## config.mk

```make
export PLATFORM = sky130hd
export DESIGN_NAME = cnt60_down
export DESIGN_NICKNAME = d
export VERILOG_FILES = /design/src/rtl/timer_pkg.sv /design/src/rtl/bcd_dn_digit.sv /design/src/rtl/cnt60_down.sv
export SDC_FILE = /design/constraint.sdc
export NUM_CORES = 1
export LEC_CHECK = 0
export CAP_MARGIN = 10
export CORE_MARGIN = 5
export CORE_UTILIZATION = 47
export CTS_BUF_LIST = sky130_fd_sc_hd__clkbuf_4
export CTS_CLUSTER_DIAMETER = 100
export DETAILED_ROUTE_END_ITERATION = 6
export GPL_TIMING_DRIVEN = 0
export HOLD_SLACK_MARGIN = 0.06
export PLACE_DENSITY_LB_ADDON = 0.12
export SLEW_MARGIN = 20
export SYNTH_ARGS = -nofsm -noshare
export SYNTH_HDL_FRONTEND = slang
export SYNTH_SLANG_ARGS = --single-unit
```

## constraint.sdc

```tcl
create_clock -name clk -period 5.7 [get_ports clk]
set_input_delay 1.71 -clock clk [delete_from_list [all_inputs] [get_ports clk]]
set_output_delay 1.71 -clock clk [all_outputs]
set_load 0.005 [all_outputs]
```

## src/rtl/timer_pkg.sv

```systemverilog
// Shared encodings for the countdown timer: FSM states, BCD digit limits,
// and the debug view exported by cnt60_down.
package timer_pkg;

  typedef enum logic [1:0] {
    IDLE  = 2'd0,
    RUN   = 2'd1,
    PAUSE = 2'd2,
    ALARM = 2'd3
  } state_e;

  localparam logic [3:0] BCD_MAX_ONES = 4'd9;
  localparam logic [3:0] BCD_MAX_TENS = 4'd5;

  // wrap flags a manual step from 00:00 to 59:59 in the current cycle
  typedef struct packed {
    state_e state;
    logic   wrap;
  } dbg_t;

endpackage

```

## src/rtl/bcd_dn_digit.sv

```systemverilog
// One BCD down-counting digit wrapping 0 -> MAXV, with saturating preset load.
// borrow is asserted when a decrement wraps this digit, feeding the next digit.
module bcd_dn_digit
  import timer_pkg::*;
#(
  parameter logic [3:0] MAXV = BCD_MAX_ONES
) (
  input  logic       clk,
  input  logic       rst,
  input  logic       clr,
  input  logic       en,
  input  logic       load,
  input  logic [3:0] ld_val,
  output logic [3:0] q,
  output logic       borrow
);

  logic [3:0] q_q;
  logic [3:0] q_d;

  always_comb begin
    q_d = q_q;
    if (load) begin
      q_d = (ld_val > MAXV) ? MAXV : ld_val;
    end else if (en) begin
      q_d = (q_q == 4'd0) ? MAXV : q_q - 4'd1;
    end
  end

  always_ff @(posedge clk) begin
    if (rst || clr) begin
      q_q <= 4'd0;
    end else begin
      q_q <= q_d;
    end
  end

  assign q      = q_q;
  assign borrow = en && (q_q == 4'd0);

endmodule

```

## src/rtl/cnt60_down.sv

```systemverilog
// BCD MM:SS countdown timer with IDLE/RUN/PAUSE/ALARM control FSM.
// Optional alarm auto-timeout is enabled by defining CNT60_DOWN_ALARM_TO_EN.
module cnt60_down
  import timer_pkg::*;
#(
  parameter int unsigned ALARM_TICKS = 10
) (
  input  logic       clk,
  input  logic       rst,
  input  logic       clr,
  input  logic       enin,
  input  logic       dec,
  input  logic       load,
  input  logic [3:0] ld_sec_l,
  input  logic [3:0] ld_sec_h,
  input  logic [3:0] ld_min_l,
  input  logic [3:0] ld_min_h,
  input  logic       start,
  input  logic       stop,
  output logic [3:0] sec_l,
  output logic [3:0] sec_h,
  output logic [3:0] min_l,
  output logic [3:0] min_h,
  output logic       running,
  output logic       alarm,
  output logic       zero,
  output dbg_t       dbg
);

  state_e state_q;
  state_e state_d;
  logic   step;
  logic   is_one;
  logic   b_sl, b_sh, b_ml, b_mh;

  bcd_dn_digit #(.MAXV(BCD_MAX_ONES)) u_sec_l (
    .clk(clk), .rst(rst), .clr(clr), .en(step), .load(load),
    .ld_val(ld_sec_l), .q(sec_l), .borrow(b_sl)
  );
  bcd_dn_digit #(.MAXV(BCD_MAX_TENS)) u_sec_h (
    .clk(clk), .rst(rst), .clr(clr), .en(b_sl), .load(load),
    .ld_val(ld_sec_h), .q(sec_h), .borrow(b_sh)
  );
  bcd_dn_digit #(.MAXV(BCD_MAX_ONES)) u_min_l (
    .clk(clk), .rst(rst), .clr(clr), .en(b_sh), .load(load),
    .ld_val(ld_min_l), .q(min_l), .borrow(b_ml)
  );
  bcd_dn_digit #(.MAXV(BCD_MAX_TENS)) u_min_h (
    .clk(clk), .rst(rst), .clr(clr), .en(b_ml), .load(load),
    .ld_val(ld_min_h), .q(min_h), .borrow(b_mh)
  );

  assign zero   = (sec_l == 4'd0) && (sec_h == 4'd0) && (min_l == 4'd0) && (min_h == 4'd0);
  // Current value 00:01 means the next tick lands on 00:00.
  assign is_one = (sec_l == 4'd1) && (sec_h == 4'd0) && (min_l == 4'd0) && (min_h == 4'd0);

`ifdef CNT60_DOWN_ALARM_TO_EN
  localparam int unsigned TW = $clog2(ALARM_TICKS + 1);
  logic [TW-1:0] to_cnt_q;
  logic          to_done;

  assign to_done = enin && (to_cnt_q == TW'(ALARM_TICKS - 1));

  // Held at zero outside ALARM, so it is clean on every entry.
  always_ff @(posedge clk) begin
    if (rst || clr || (state_q != ALARM)) begin
      to_cnt_q <= '0;
    end else if (enin) begin
      to_cnt_q <= to_cnt_q + TW'(1);
    end
  end
`else
  logic to_done;
  assign to_done = 1'b0;
`endif

  // Priority below rst/clr: load > stop > start > enin/dec.
  always_comb begin
    state_d = state_q;
    step    = 1'b0;
    if (load) begin
      state_d = IDLE;
    end else begin
      case (state_q)
        IDLE, PAUSE: begin
          if (!stop && start) begin
            if (!zero) state_d = RUN;
          end else if (!stop) begin
            step = dec;
          end
        end
        RUN: begin
          if (stop) begin
            state_d = PAUSE;
          end else if (!start && enin) begin
            step = 1'b1;
            if (is_one) state_d = ALARM;
          end
        end
        ALARM: begin
          if (stop || start || to_done) state_d = IDLE;
        end
        default: state_d = IDLE;
      endcase
    end
  end

  always_ff @(posedge clk) begin
    if (rst || clr) begin
      state_q <= IDLE;
    end else begin
      state_q <= state_d;
    end
  end

  assign running   = (state_q == RUN);
  assign alarm     = (state_q == ALARM);
  assign dbg.state = state_q;
  assign dbg.wrap  = b_mh;

endmodule

```

==> summary.txt, run 1 <==
number of max-cap violations -> 0
Final #Nets -> 215
main flop type after synthesis -> dfxtp_1
io pins -> 46
ratio of cells with drive above 1 in the final layout -> 0.101
die height -> 58.8 µm
kind of cell adding the most delay to the critical path -> simple AND/OR/NAND/NOR gates
CTS tree -> yes
Hold Vio Cnt, Final -> 0
drt pass-1 iters -> 4
DRT Wirelength -> 3160 µm
period utilization -> 0.988
DR WL met2 -> 1560 µm
clock sinks -> 18
synthesized instance count -> 139
Arr. time, crit path -> 3.92 ns
fin util -> 0.734
Total Die Area -> 3460 µm²
outcome -> finished, final reports clean
crit path max fanout -> 5
Lkg Pwr -> 0.000578 µW
Starting Density -> 0.497
worst-path cell chain -> dlygate4sd2_1 -> or4_4 -> a211o_4 -> or3_4 -> nor4_4 -> buf_4 -> clkdlybuf4s50_1
post-detail-place hpwl -> 2440 µm
Avg Vias per Cell -> 5.75
PortBufs -> 44
Yosys reg bits -> 18
H-tree depth -> 1
clock latency on the worst-skew pair -> 0.29 ns
DRC violations left -> 0
Synth Net Count -> 163
routability cong. -> 0.844
ys async rst share -> 0
Yosys Warn Count -> 0
Seq/Total Area, Yosys -> 0.321
initial antenna violation count -> 0
diode count -> 0
Critical-path top delay cell -> or4_4
core area -> 2250 µm²
routed vias -> 1248
WP data required -> 3.99 ns
post-route ant nets -> 0
Final min period -> 5.63 ns
Worst slew margin -> 0.624
number of distinct library cells after synthesis -> 45
Area growth syn-to-layout -> 47.5%
Clock Tree Buf Depth -> 2
Max Used Layer -> met4
Post-synth EDFFs -> 0
vias in the first global route -> 1190
WHS -> 0.508 ns
iteration-0 DRC count of the detailed router -> 45
fin. max-slew vios -> 0
number of buffers and inverters on the critical path -> 3
Critical Path End Type -> output port
first-pass GRT wire length -> 5130 µm
Setup crit start kind -> primary input
Clk pin slew, worst setup/hold paths -> 0.10 ns
gr ovfl total -> 0
pin count of the biggest net entering global routing -> 11
Fmax -> 0.178 GHz
clock skew -> 0.00412 ns
area share of the largest cell type after synthesis -> 0.321
CP peak stage delay -> 0.49 ns
WL per Instance -> 14.5 µm
met1 WL -> 1350 µm
pwr dens -> 166 nW/µm²
CTS Buf Count -> 3
Synth area leader -> dfxtp_1
Rows -> 17
synthesized area -> 1120 µm²
Tot GR Track Use -> 0.187
Synth area leaders -> dfxtp_1 32%, nor2_1 4.7%, nor3_1 4.0%, nand2_1 3.7%, nor4_1 3.3%
worst-margin pin slew -> 0.563 ns
RSZ-0062 raised after global routing -> no
CTS root buffer -> clkbuf_4
Final setup viols -> 0
syn_area_per_cell -> 8.07 µm²
HP Class -> reg2reg
Die W -> 58.8 µm
crit path kind -> in2out
Peak supply drop -> 0.143 mV
met3 WL -> 221 µm
## worst register-to-register path, stage by stage (launching register included)
cell and delay (ns):
dfxtp_1 0.38, or4_4 0.55, a211o_4 0.33, or3_4 0.37
xor2_1 0.16, a211oi_2 0.21
## cell usage after synthesis, types with 2 or more instances
| library cell | number |
|---|---|
| a2111oi_0 | 2 |
| a221oi_1 | 2 |
| nor4_1 | 6 |
| dfxtp_1 | 18 |
| o22ai_1 | 2 |
| mux2i_1 | 3 |
| o21a_1 | 2 |
| nor2_1 | 14 |
| or2_2 | 2 |
| and2_1 | 2 |
| nand2b_1 | 4 |
| nand3b_1 | 2 |
| inv_1 | 5 |
| nor3_1 | 9 |
| a21oi_1 | 7 |
| a211oi_1 | 3 |
| nand3_1 | 4 |
| nand2_1 | 11 |
| a31o_2 | 2 |
| a21o_1 | 2 |
| xnor2_1 | 4 |
| o21ai_0 | 6 |
| clkbuf_1 | 5 |
## final cells by class
| class | instances | area, µm² |
|---|---|---|
| Sequential cell | 18 | 360 |
| Inverter | 5 | 18.8 |
| Timing Repair Buffer | 47 | 460 |
| Buffer | 6 | 26.3 |
| Multi-Input combinational cell | 110 | 731 |
| Tap cell | 28 | 35.0 |
| Fill cell | 200 | 601 |
| Clock buffer | 3 | 22.5 |
## final timing paths
check                            startpoint                         to  slack (ns)  cells past startpoint
setup reg to reg  u_sec_l.q[1]$_SDFFE_PP0P_  u_min_h.q[2]$_SDFFE_PP0P_        3.61                      5
setup / recovery                       stop                     dbg[0]        0.07                      7
hold / removal    u_sec_h.q[3]$_SDFFE_PP0P_  u_sec_h.q[3]$_SDFFE_PP0P_        0.51                      2
hold reg to reg   u_sec_h.q[3]$_SDFFE_PP0P_  u_sec_h.q[3]$_SDFFE_PP0P_        0.51                      2
## state kept, by name (all words and copies together) (netlist names)
name,count
u_sec_h.q,4
u_min_h.q,4
state_q,2
u_min_l.q,4
u_sec_l.q,4
## placed cells by master (no fill, tap or decap), types with 2 or more instances in the layout
cell / count
clkbuf_4: 3
dlygate4sd2_1: 2
a221oi_1: 2
nand3_1: 4
nor3_1: 9
buf_4: 4
o21ai_0: 6
clkdlybuf4s50_1: 42
clkbuf_1: 5
o22ai_1: 2
mux2i_1: 3
a2111oi_0: 2
inv_1: 5
a31o_2: 2
nor4_1: 5
and2_1: 2
nand2_1: 11
o21a_1: 2
a211oi_1: 3
nor2_1: 14
nand2b_1: 4
nand3b_1: 2
or2_2: 2
a21o_1: 2
dfxtp_1: 18
a21oi_1: 7
xnor2_1: 4
## per-layer routing
layer,vias up,global-route usage
met5,-,0
met2,42,0.326
met4,0,0.0583
met3,4,0.0351
met1,582,0.231
li1,620,-
## logic make-up (layout without fill, tap and decap cells)
| logic type | after synthesis | count (layout) | synth area share |
|---|---|---|---|
| AO/OA/AOI/OAI | 38 | 38 | 0.250 |
| XOR/XNOR | 5 | 5 | 0.0391 |
| buffers and inverters | 11 | 61 | 0.0402 |
| flip-flops | 18 | 18 | 0.321 |
| multiplexers | 3 | 3 | 0.0268 |
| AND/OR/NAND/NOR | 64 | 64 | 0.323 |
## metrics by stage
stage | area (µm²) | worst slack [ns] | total power (µW) | TNS, ns | cells
2_1_floorplan | 1120 | 0.791 | 175 | 0 | 139
3_3_place_gp | 1600 | -0.250 | 211 | -0.250 | 211
3_5_place_dp | 1600 | -0.286 | 212 | -0.286 | 211
4_1_cts | 1620 | 0.0343 | 274 | 0 | 214
5_1_grt | 1650 | 0.00659 | 289 | 0 | 217
6_report | 1650 | 0.0672 | 275 | 0 | 217
## report_power, final
group	switching, µW	internal (µW)
combinational	33.9	41.0
clock	38.9	24.6
sequential	6.31	130
total	79.2	196
## timing repair
item                       in CTS  in global routing
gates cloned                    0                  0
gates resized for setup         3                  1
setup buffers                   0                  3
hold buffers                    0                  0
setup endpoints to repair       1                  1
pin swaps                       1                  1
Note: power is estimated with default switching activity, not from simulation.
==> run 2, diff against run 1 <==
--- a/config.mk
+++ b/config.mk
@@ -12,7 +12,6 @@
 export CTS_CLUSTER_DIAMETER = 100
 export DETAILED_ROUTE_END_ITERATION = 6
 export GPL_TIMING_DRIVEN = 0
-export HOLD_SLACK_MARGIN = 0.06
 export PLACE_DENSITY_LB_ADDON = 0.12
 export SLEW_MARGIN = 20
 export SYNTH_ARGS = -nofsm -noshare
==> results of run 2 <==
Final layout, timing and power as in run 1 (identical DEF).
